**config.mk**
```make
export PLATFORM = sky130hd
export DESIGN_NAME = fifo_rd_ctrl_flat
export DESIGN_NICKNAME = d
export VERILOG_FILES = /design/src/rtl/fifo_rd_ctrl_if.sv /design/src/rtl/fifo_rd_ctrl.sv /design/src/flat_wrapper.sv
export SDC_FILE = /design/constraint.sdc
export NUM_CORES = 1
export LEC_CHECK = 0
export CAP_MARGIN = 20
export CORE_ASPECT_RATIO = 0.9
export CORE_MARGIN = 2
export CORE_UTILIZATION = 35
export DETAILED_ROUTE_END_ITERATION = 10
export PLACE_DENSITY = 0.75
export SKIP_LAST_GASP = 1
export SYNTH_ARGS = -nofsm -noshare
export SYNTH_HDL_FRONTEND = slang
export SYNTH_SLANG_ARGS = --single-unit
```
**constraint.sdc**
```tcl
create_clock -name clk -period 2.9 [get_ports clk]
set_input_delay 0.29 -clock clk [delete_from_list [all_inputs] [get_ports clk]]
set_output_delay 0.29 -clock clk [all_outputs]
set_load 0.01 [all_outputs]
```
**src/rtl/fifo_rd_ctrl_if.sv**
```systemverilog
// Stream port of the FIFO read controller: valid/ready handshake carrying one data word.
// The controller drives the master side; the downstream sink uses the slave side.
interface fifo_rd_ctrl_if #(
   parameter int WIDTH = 16
) ();
   logic [WIDTH-1:0] m_data;
   logic             m_valid;
   logic             m_ready;

   modport master (output m_data, output m_valid, input  m_ready);
   modport slave  (input  m_data, input  m_valid, output m_ready);
endinterface

```
**src/rtl/fifo_rd_ctrl.sv**
```systemverilog
// Drains a synchronous FIFO into a valid/ready stream through a 2-entry skid buffer.
// Define FIFO_RD_CTRL_STATS_EN to build rd_count, uf_count and err_underflow.
module fifo_rd_ctrl #(
   parameter int FIFO_WIDTH = 16,
   parameter int FIFO_DEPTH = 8
) (
   input  logic                  clk,
   input  logic                  rst_n,
   input  logic                  enable,
   input  logic                  fifo_empty,
   input  logic [FIFO_WIDTH-1:0] fifo_data_out,
   input  logic                  fifo_underflow,
   output logic                  fifo_rd_en,
   fifo_rd_ctrl_if.master        m_if,
   output logic                  busy,
   output logic                  err_underflow,
   input  logic                  stats_clr,
   output logic [15:0]           rd_count,
   output logic [7:0]            uf_count
);

   if (FIFO_DEPTH < 2) begin : g_depth_check
      $error("fifo_rd_ctrl: FIFO_DEPTH must be at least 2");
   end

   typedef enum logic [1:0] {IDLE, RUN, DRAIN} state_e;

   state_e                state_q;
   logic                  busy_q;
   logic [1:0]            occ_q, occ_d;
   logic                  inflight_q;
   logic [FIFO_WIDTH-1:0] buf0_q, buf0_d;
   logic [FIFO_WIDTH-1:0] buf1_q, buf1_d;
   logic                  pop;
   logic                  push;
   logic [2:0]            level;

   assign pop   = (occ_q != 2'd0) && m_if.m_ready;
   assign push  = inflight_q && !fifo_underflow;
   // Words already committed to the buffer once this cycle's pop is accounted for.
   assign level = {1'b0, occ_q} + {2'b00, inflight_q} - {2'b00, pop};

   assign fifo_rd_en   = (state_q == RUN) && !fifo_empty && (level < 3'd2);
   assign m_if.m_valid = (occ_q != 2'd0);
   assign m_if.m_data  = buf0_q;
   assign busy         = busy_q;

   // buf0 is always the head; buf1 only ever holds the second-oldest word.
   always_comb begin
      // NOTE: every always_comb output gets a default first so no latch is inferred.
      buf0_d = buf0_q;
      buf1_d = buf1_q;
      occ_d  = occ_q;
      case ({push, pop})
         2'b10: begin
            if (occ_q == 2'd0) buf0_d = fifo_data_out;
            else               buf1_d = fifo_data_out;
            occ_d = occ_q + 2'd1;
         end
         2'b01: begin
            buf0_d = buf1_q;
            occ_d  = occ_q - 2'd1;
         end
         2'b11: begin
            if (occ_q == 2'd2) begin
               buf0_d = buf1_q;
               buf1_d = fifo_data_out;
            end else begin
               buf0_d = fifo_data_out;
            end
         end
         default: ;
      endcase
   end

   always_ff @(posedge clk or negedge rst_n) begin
      if (!rst_n) begin
         // NOTE: the buffer entries are reset too, so m_data reads 0 out of reset.
         occ_q      <= 2'd0;
         inflight_q <= 1'b0;
         buf0_q     <= '0;
         buf1_q     <= '0;
      end else begin
         occ_q      <= occ_d;
         inflight_q <= fifo_rd_en;
         buf0_q     <= buf0_d;
         buf1_q     <= buf1_d;
      end
   end

   always_ff @(posedge clk or negedge rst_n) begin
      if (!rst_n) begin
         state_q <= IDLE;
         busy_q  <= 1'b0;
      end else begin
         case (state_q)
            IDLE: if (enable) begin
               state_q <= RUN;
               busy_q  <= 1'b1;
            end
            RUN: if (!enable) state_q <= DRAIN;
            DRAIN: begin
               if (enable) begin
                  state_q <= RUN;
               end else if (!inflight_q && (occ_q == 2'd0)) begin
                  state_q <= IDLE;
                  busy_q  <= 1'b0;
               end
            end
            default: begin
               state_q <= IDLE;
               busy_q  <= 1'b0;
            end
         endcase
      end
   end

`ifdef FIFO_RD_CTRL_STATS_EN
   logic        uf_evt;
   logic [15:0] rd_count_q;
   logic [7:0]  uf_count_q;
   logic        err_q;

   assign uf_evt = inflight_q && fifo_underflow;

   // Clear takes priority over any increment landing in the same cycle.
   always_ff @(posedge clk or negedge rst_n) begin
      if (!rst_n) begin
         rd_count_q <= 16'd0;
         uf_count_q <= 8'd0;
         err_q      <= 1'b0;
      end else if (stats_clr) begin
         rd_count_q <= 16'd0;
         uf_count_q <= 8'd0;
         err_q      <= 1'b0;
      end else begin
         if (pop) rd_count_q <= rd_count_q + 16'd1;
         if (uf_evt) begin
            err_q <= 1'b1;
            if (uf_count_q != 8'hFF) uf_count_q <= uf_count_q + 8'd1;
         end
      end
   end

   assign rd_count      = rd_count_q;
   assign uf_count      = uf_count_q;
   assign err_underflow = err_q;
`else
   logic unused_stats_clr;
   assign unused_stats_clr = stats_clr;
   assign rd_count         = 16'd0;
   assign uf_count         = 8'd0;
   assign err_underflow    = 1'b0;
`endif

endmodule

```
**src/flat_wrapper.sv**
```systemverilog
// flat-port wrapper written by rule: the top's interface ports become plain ports
module fifo_rd_ctrl_flat 
#(
   parameter int FIFO_WIDTH = 16,
   parameter int FIFO_DEPTH = 8
)
  (clk, rst_n, enable, fifo_empty, fifo_data_out, fifo_underflow, fifo_rd_en, busy, err_underflow, stats_clr, rd_count, uf_count, m_if_m_data, m_if_m_valid, m_if_m_ready);
  fifo_rd_ctrl_if #(.WIDTH(16)) m_if_i ();
  input  logic clk;
  input  logic rst_n;
  input  logic enable;
  input  logic fifo_empty;
  input  logic [FIFO_WIDTH-1:0] fifo_data_out;
  input  logic fifo_underflow;
  output logic fifo_rd_en;
  output logic busy;
  output logic err_underflow;
  input  logic stats_clr;
  output logic [15:0] rd_count;
  output logic [7:0] uf_count;
  output wire logic [$bits(m_if_i.m_data)-1:0] m_if_m_data;
  output wire logic [$bits(m_if_i.m_valid)-1:0] m_if_m_valid;
  input wire logic [$bits(m_if_i.m_ready)-1:0] m_if_m_ready;
  assign m_if_m_data = m_if_i.m_data;
  assign m_if_m_valid = m_if_i.m_valid;
  assign m_if_i.m_ready = m_if_m_ready;
  fifo_rd_ctrl #(.FIFO_WIDTH(FIFO_WIDTH), .FIFO_DEPTH(FIFO_DEPTH)) u_core (.clk(clk), .rst_n(rst_n), .enable(enable), .fifo_empty(fifo_empty), .fifo_data_out(fifo_data_out), .fifo_underflow(fifo_underflow), .fifo_rd_en(fifo_rd_en), .m_if(m_if_i), .busy(busy), .err_underflow(err_underflow), .stats_clr(stats_clr), .rd_count(rd_count), .uf_count(uf_count));
endmodule
```
=== Word-level counts from Yosys, hierarchy flattened ===
Cells that the tools add are included.

* Register bits after elaboration: 38
* Input bits: 23
* Output and inout port bits: 44
* Logic and storage cells: 60

* $add $sub $neg: 4
* Order comparisons: 1
* Equality and inequality tests: 14
* Mux-type cells: 16
* Bitwise operators: 1
* Reductions and logical operators: 18

{| class="wikitable"
|+ Operator list
! operator !! count
|-
| $mux 16 || 4
|-
| $pmux 16 s3 || 1
|-
| $pmux 16 s2 || 1
|-
| $eq 2x2->1 const B || 4
|-
| $mux 2 || 4
|-
| $ne 2x2->1 const B || 4
|-
| $ne 2x1->1 const B || 3
|-
| $pmux 2 s3 || 1
|-
| $reduce_and 3->1 || 2
|-
| $reduce_bool 2->1 || 3
|-
| $logic_and 1x1->1 || 5
|-
| $eq 2x1->1 const B || 2
|-
| $logic_not 2->1 || 2
|-
| $pmux 2 s2 || 1
|-
| $reduce_and 4->1 || 1
|-
| $add 2x1->3 || 1
|-
| $logic_not 1->1 || 3
|-
| $lt 3x2->1 const B || 1
|-
| $mux 1 || 3
|-
| $ne 3x2->1 const B || 1
|-
| $pmux 1 s3 || 1
|-
| $reduce_bool 3->1 || 1
|-
| $sub 3x1->3 || 1
|-
| $add 2x1->2 const B || 1
|-
| 3 further kinds || 3
|}

=== Depth between registers and ports, before layout ===
* Depth after elaboration: 5
* Depth in mapped cells: 9
* Depth with buffers taken out: 7

=== Worst setup path before layout ===
No wires, ideal clock.

* Path kind: flip-flop to output port
* Start: register u_core.occ_q[1]
* End: output fifo_rd_en
* Arrival: 2.268 ns
* Required time: 2.610 ns
* Slack: 0.342 ns
* Stages on the path, launching flop included: 8
* Path buffers: 0
* Cell sequence: dfrtp_1 > o21ai_4 > inv_4 > ha_1 > nand2b_1 > fa_1 > xor2_1 > nor4b_1

* Cells in the longest elaborated chain, start to end: 5
* Elaborated cells between the ends (all ways): 6
* Those cells by class: add/sub: 2; order compare: 1; reduce/logical: 3

{| class="wikitable"
|+ Ends and longest elaborated chain
! element !! RTL line !! text
|-
| start, declared || fifo_rd_ctrl.sv:30 || <nowiki>logic [1:0] occ_q, occ_d;</nowiki>
|-
| start signal, assigned || fifo_rd_ctrl.sv:79 || <nowiki>occ_q <= 2'd0;</nowiki>
|-
| start signal, assigned || fifo_rd_ctrl.sv:84 || <nowiki>occ_q <= occ_d;</nowiki>
|-
| branches (longest 2 deep; another with $add 2x1->3) || - ||
|-
| $sub 3x1->3 * || fifo_rd_ctrl.sv:41 || <nowiki>assign level = {1'b0, occ_q} + {2'b00, inflight_q} - {2'b00, pop};</nowiki>
|-
| $lt 3x2->1 * || fifo_rd_ctrl.sv:43 || <nowiki>assign fifo_rd_en = (state_q == RUN) && !fifo_empty && (level < 3'd2);</nowiki>
|-
| $logic_and 1x1->1 * || fifo_rd_ctrl.sv:43 ||
|-
| end, declared || flat_wrapper.sv:15 || <nowiki>output logic fifo_rd_en;</nowiki>
|}

Every way passes the cells marked *.

=== Worst setup path after layout ===
* Start: register u_core.occ_q[0]
* End: output fifo_rd_en

Same word-level chain as after synthesis.

==> reports/metrics.cfg <==
[drt]
wl_um=3820
dr_wl_met2_um=1866
highest-signal-layer=met4
vias_per_cell=4.692
antenna_violating_nets_post_route=0
detailedRoute.firstPassIterationCount=4
drc=0
route.layer.met1.wl_um=1726
detail_route.wl_per_cell_um=13.36
route.met3.wl_um=163
via_count_of_the_routed_design=1342
first_iter_violations=44

[sta]
rsz0062_at_grt=false
fmaxAchievable_mhz=368.8
worst_slew_margin_rel=0.4385
timing.final.crit_period_ps=2712
period_share=0.9351
final-max-slew-violation-count=0
setup_viol_count_final=0
clock_skew_ps=7.720
setup-tns-final_ps=0
worst-slew-pin-transition_ps=842.3
timing_hold_violations_final=0

[grt]
vias_in_the_first_global_route=1359
antenna_found_initial=0
grt_pass1_wl_um=6810
grt_max_degree=39
globalRouteOverflowTotal=0
track_usage=0.1323

[power]
overall_power_after_layout_mw=2.398
vdd_ir_drop_max_v=0.0004247
sw_frac_of_total=0.3420
cellInternalPower_mw=1.578
total_leakage_power_nw=1.117
share_clk_of_total_power=0.158
power_frac_seq=0.385
comb_power_share=0.457
power-per-cell-area_nw_per_um2=960.6
switchingPower_uw=820.1

[hold_path]
min-delay-path-class=in -> async

[critical_path]
required_ps=2610
cp-start-kind=flip-flop
worstSetupPathType=reg -> out
crit_path_max_fanout=4
timing.critical_path.to_type=output pin
path_cells=o21ai_4 -> inv_4 -> ha_1 -> nand2b_1 -> fa_1 -> xor2_1 -> nor4b_2 -> clkbuf_2
crit_slowest_cell=sky130_fd_sc_hd__dfrtp_1
delay_of_the_slowest_cell_on_the_worst_path_ps=440
crit_arrival_ps=2420

[placed_design]
buffer_ports.inserted=40
total_placed_cells_including_tap_cells=278
placed_cell_area_um2=2400
gp_congestion=0.7877
dp_hpwl_um=2670

[clocking]
clock_root_cell=sky130_fd_sc_hd__clkbuf_8
cts.clk_slew.worst_paths_ps=80
number_of_clock_buffers_inserted_by_tritoncts=5
tritoncts_num_sinks=38
worst_skew_pair.late_latency_ps=290
cts.path.max_buffers=2
tritoncts_clock_tree=built
hold_buffers=0
htreeDepth=2

[cells_and_area]
final_cells=286
drive_above_1_share=0.2176
diodes=0
area.growth.synth_to_final_pct=23.15
num-nets-final=243
final.fill_count=521
layout.cells.most_common_list=sky130_fd_sc_hd__clkdlybuf4s50_1 (38), sky130_fd_sc_hd__dfrtp_1 (38), sky130_fd_sc_hd__conb_1 (25)
finish.instance_area_um2=2496

[synthesis]
post_synth_inst_count=169
syn_avg_cell_area_um2=11.99
synth-edff-count=0
synth_top_flop_cell=sky130_fd_sc_hd__dfrtp_1
yosys_warnings=0
synth.cell_area_um2=2027
synth_seq_area_share=0.4691
async_reset_ff_frac=1.000
synth-seq-cells=38
ys_types=34

[die]
die_area_um2=6417
starting_density_of_the_core=0.3602
core_area_um2=5628
num_rows=26
pin_count=67
die_x_um=84.22
die_h_um=76.20

[job]
timing.max_cap.violations=0

[status]
status=finished clean

==> cells by family after synthesis <==
logic type / share of synthesized area
XOR/XNOR: 0.01729
multiplexers: 0.1074
AND/OR/NAND/NOR: 0.06667
AO/OA/AOI/OAI: 0.1636
adder cells (fa/ha/maj): 0.03457
buffers and inverters: 0.1395
flip-flops: 0.4691
other: 0.001850
==> per-stage QoR <==
| step | hold slack [ps] | utilization | setup WS [ps] |
|---|---|---|---|
| 6_report | 95.07 | 0.4435 | 188.3 |
| 5_1_grt | 172.1 | 0.4435 | 40.09 |
| 4_1_cts | 132.8 | 0.4442 | 42.25 |
| 3_5_place_dp | 453.5 | 0.4264 | -262.5 |
| 3_3_place_gp | 452.0 | 0.4264 | -179.7 |
| 2_1_floorplan | -5.591 | - | 342.2 |
==> worst max-delay path, delay by kind of cell, from the launching register on <==
family	cells	cell delay (ps)
xor gates and xnor gates	1	160
AOI/OAI and AO/OA	1	180
DFF	1	440
and+or+nand+nor	2	460
adders and majority gates	2	680
buffers and inverters	2	220
==> what timing repair did <==
action / in CTS / in global routing
pin swaps: 0 / 0
setup endpoints to repair: 1 / 1
buffers inserted: 0 / 0
resized for setup: 2 / 2
==> area by class of cell <==
class | count | area (µm²) | share of cell area
flip-flops and latches | 38 | 950.9 | 0.3810
multi-input cells | 119 | 889.6 | 0.3564
repair buffers | 47 | 455.4 | 0.1825
well taps | 70 | 87.58 | 0.03509
clock buffers | 6 | 82.58 | 0.03308
inverters | 4 | 17.52 | 0.007018
clock inverters | 2 | 12.51 | 0.005013
==> path summary, 6_finish.rpt <==
path,from,endpoint,slack (ps),cells past startpoint
worst min register to register,u_core.state_q[0]$_DFFE_PN0P_,u_core.state_q[0]$_DFFE_PN0P_,490,1
min in group clk,u_core.state_q[0]$_DFFE_PN0P_,u_core.state_q[0]$_DFFE_PN0P_,490,1
max in group asynchronous,rst_n,u_core.buf1_q[6]$_DFFE_PN0P_,2260,1
worst max register to register,u_core.occ_q[0]$_DFFE_PN0P_,u_core.inflight_q$_DFF_PN0_,740,8
worst max-delay path,u_core.occ_q[0]$_DFFE_PN0P_,fifo_rd_en,190,8
worst min-delay path,rst_n,u_core.m_if.m_data[7]$_DFFE_PN0P_,100,1
==> Yosys cell counts, types with 3 or more instances <==
library cell / instances / area [µm²]
sky130_fd_sc_hd__a21oi_1: 16 / 80.08
sky130_fd_sc_hd__a22oi_1: 15 / 112.6
sky130_fd_sc_hd__buf_4: 26 / 195.2
sky130_fd_sc_hd__buf_6: 4 / 45.04
sky130_fd_sc_hd__dfrtp_1: 38 / 950.9
sky130_fd_sc_hd__ha_1: 4 / 50.05
sky130_fd_sc_hd__mux2_2: 6 / 67.56
sky130_fd_sc_hd__mux2_4: 10 / 150.1
sky130_fd_sc_hd__nand2b_1: 3 / 18.77
sky130_fd_sc_hd__nor2_1: 17 / 63.81
sky130_fd_sc_hd__o21ai_4: 3 / 48.80
==> routing by layer <==
layer	vias to the layer above	track usage
met2	38	0.2167
met5	-	0
met3	7	0.03034
met1	671	0.1701
met4	0	0.05000
li1	626	-
==> sequential cells by signal (all words and copies together), names as in the netlist <==
signal              cells
u_core.buf1_q          16
u_core.m_if.m_data     16
u_core.occ_q            2
u_core.state_q          2
u_core.busy             1
u_core.inflight_q       1
==> power by group through the flow <==
stage | combinational [mW] | sequential [mW] | clock [mW]
2_1_floorplan | 0.665 | 0.965 | 0
3_3_place_gp | 1.08 | 0.920 | 0
3_5_place_dp | 1.11 | 0.934 | 0
4_1_cts | 1.12 | 0.925 | 0.399
5_1_grt | 1.21 | 0.959 | 0.426
6_report | 1.10 | 0.924 | 0.378
Power figures use the tool's default switching activity.
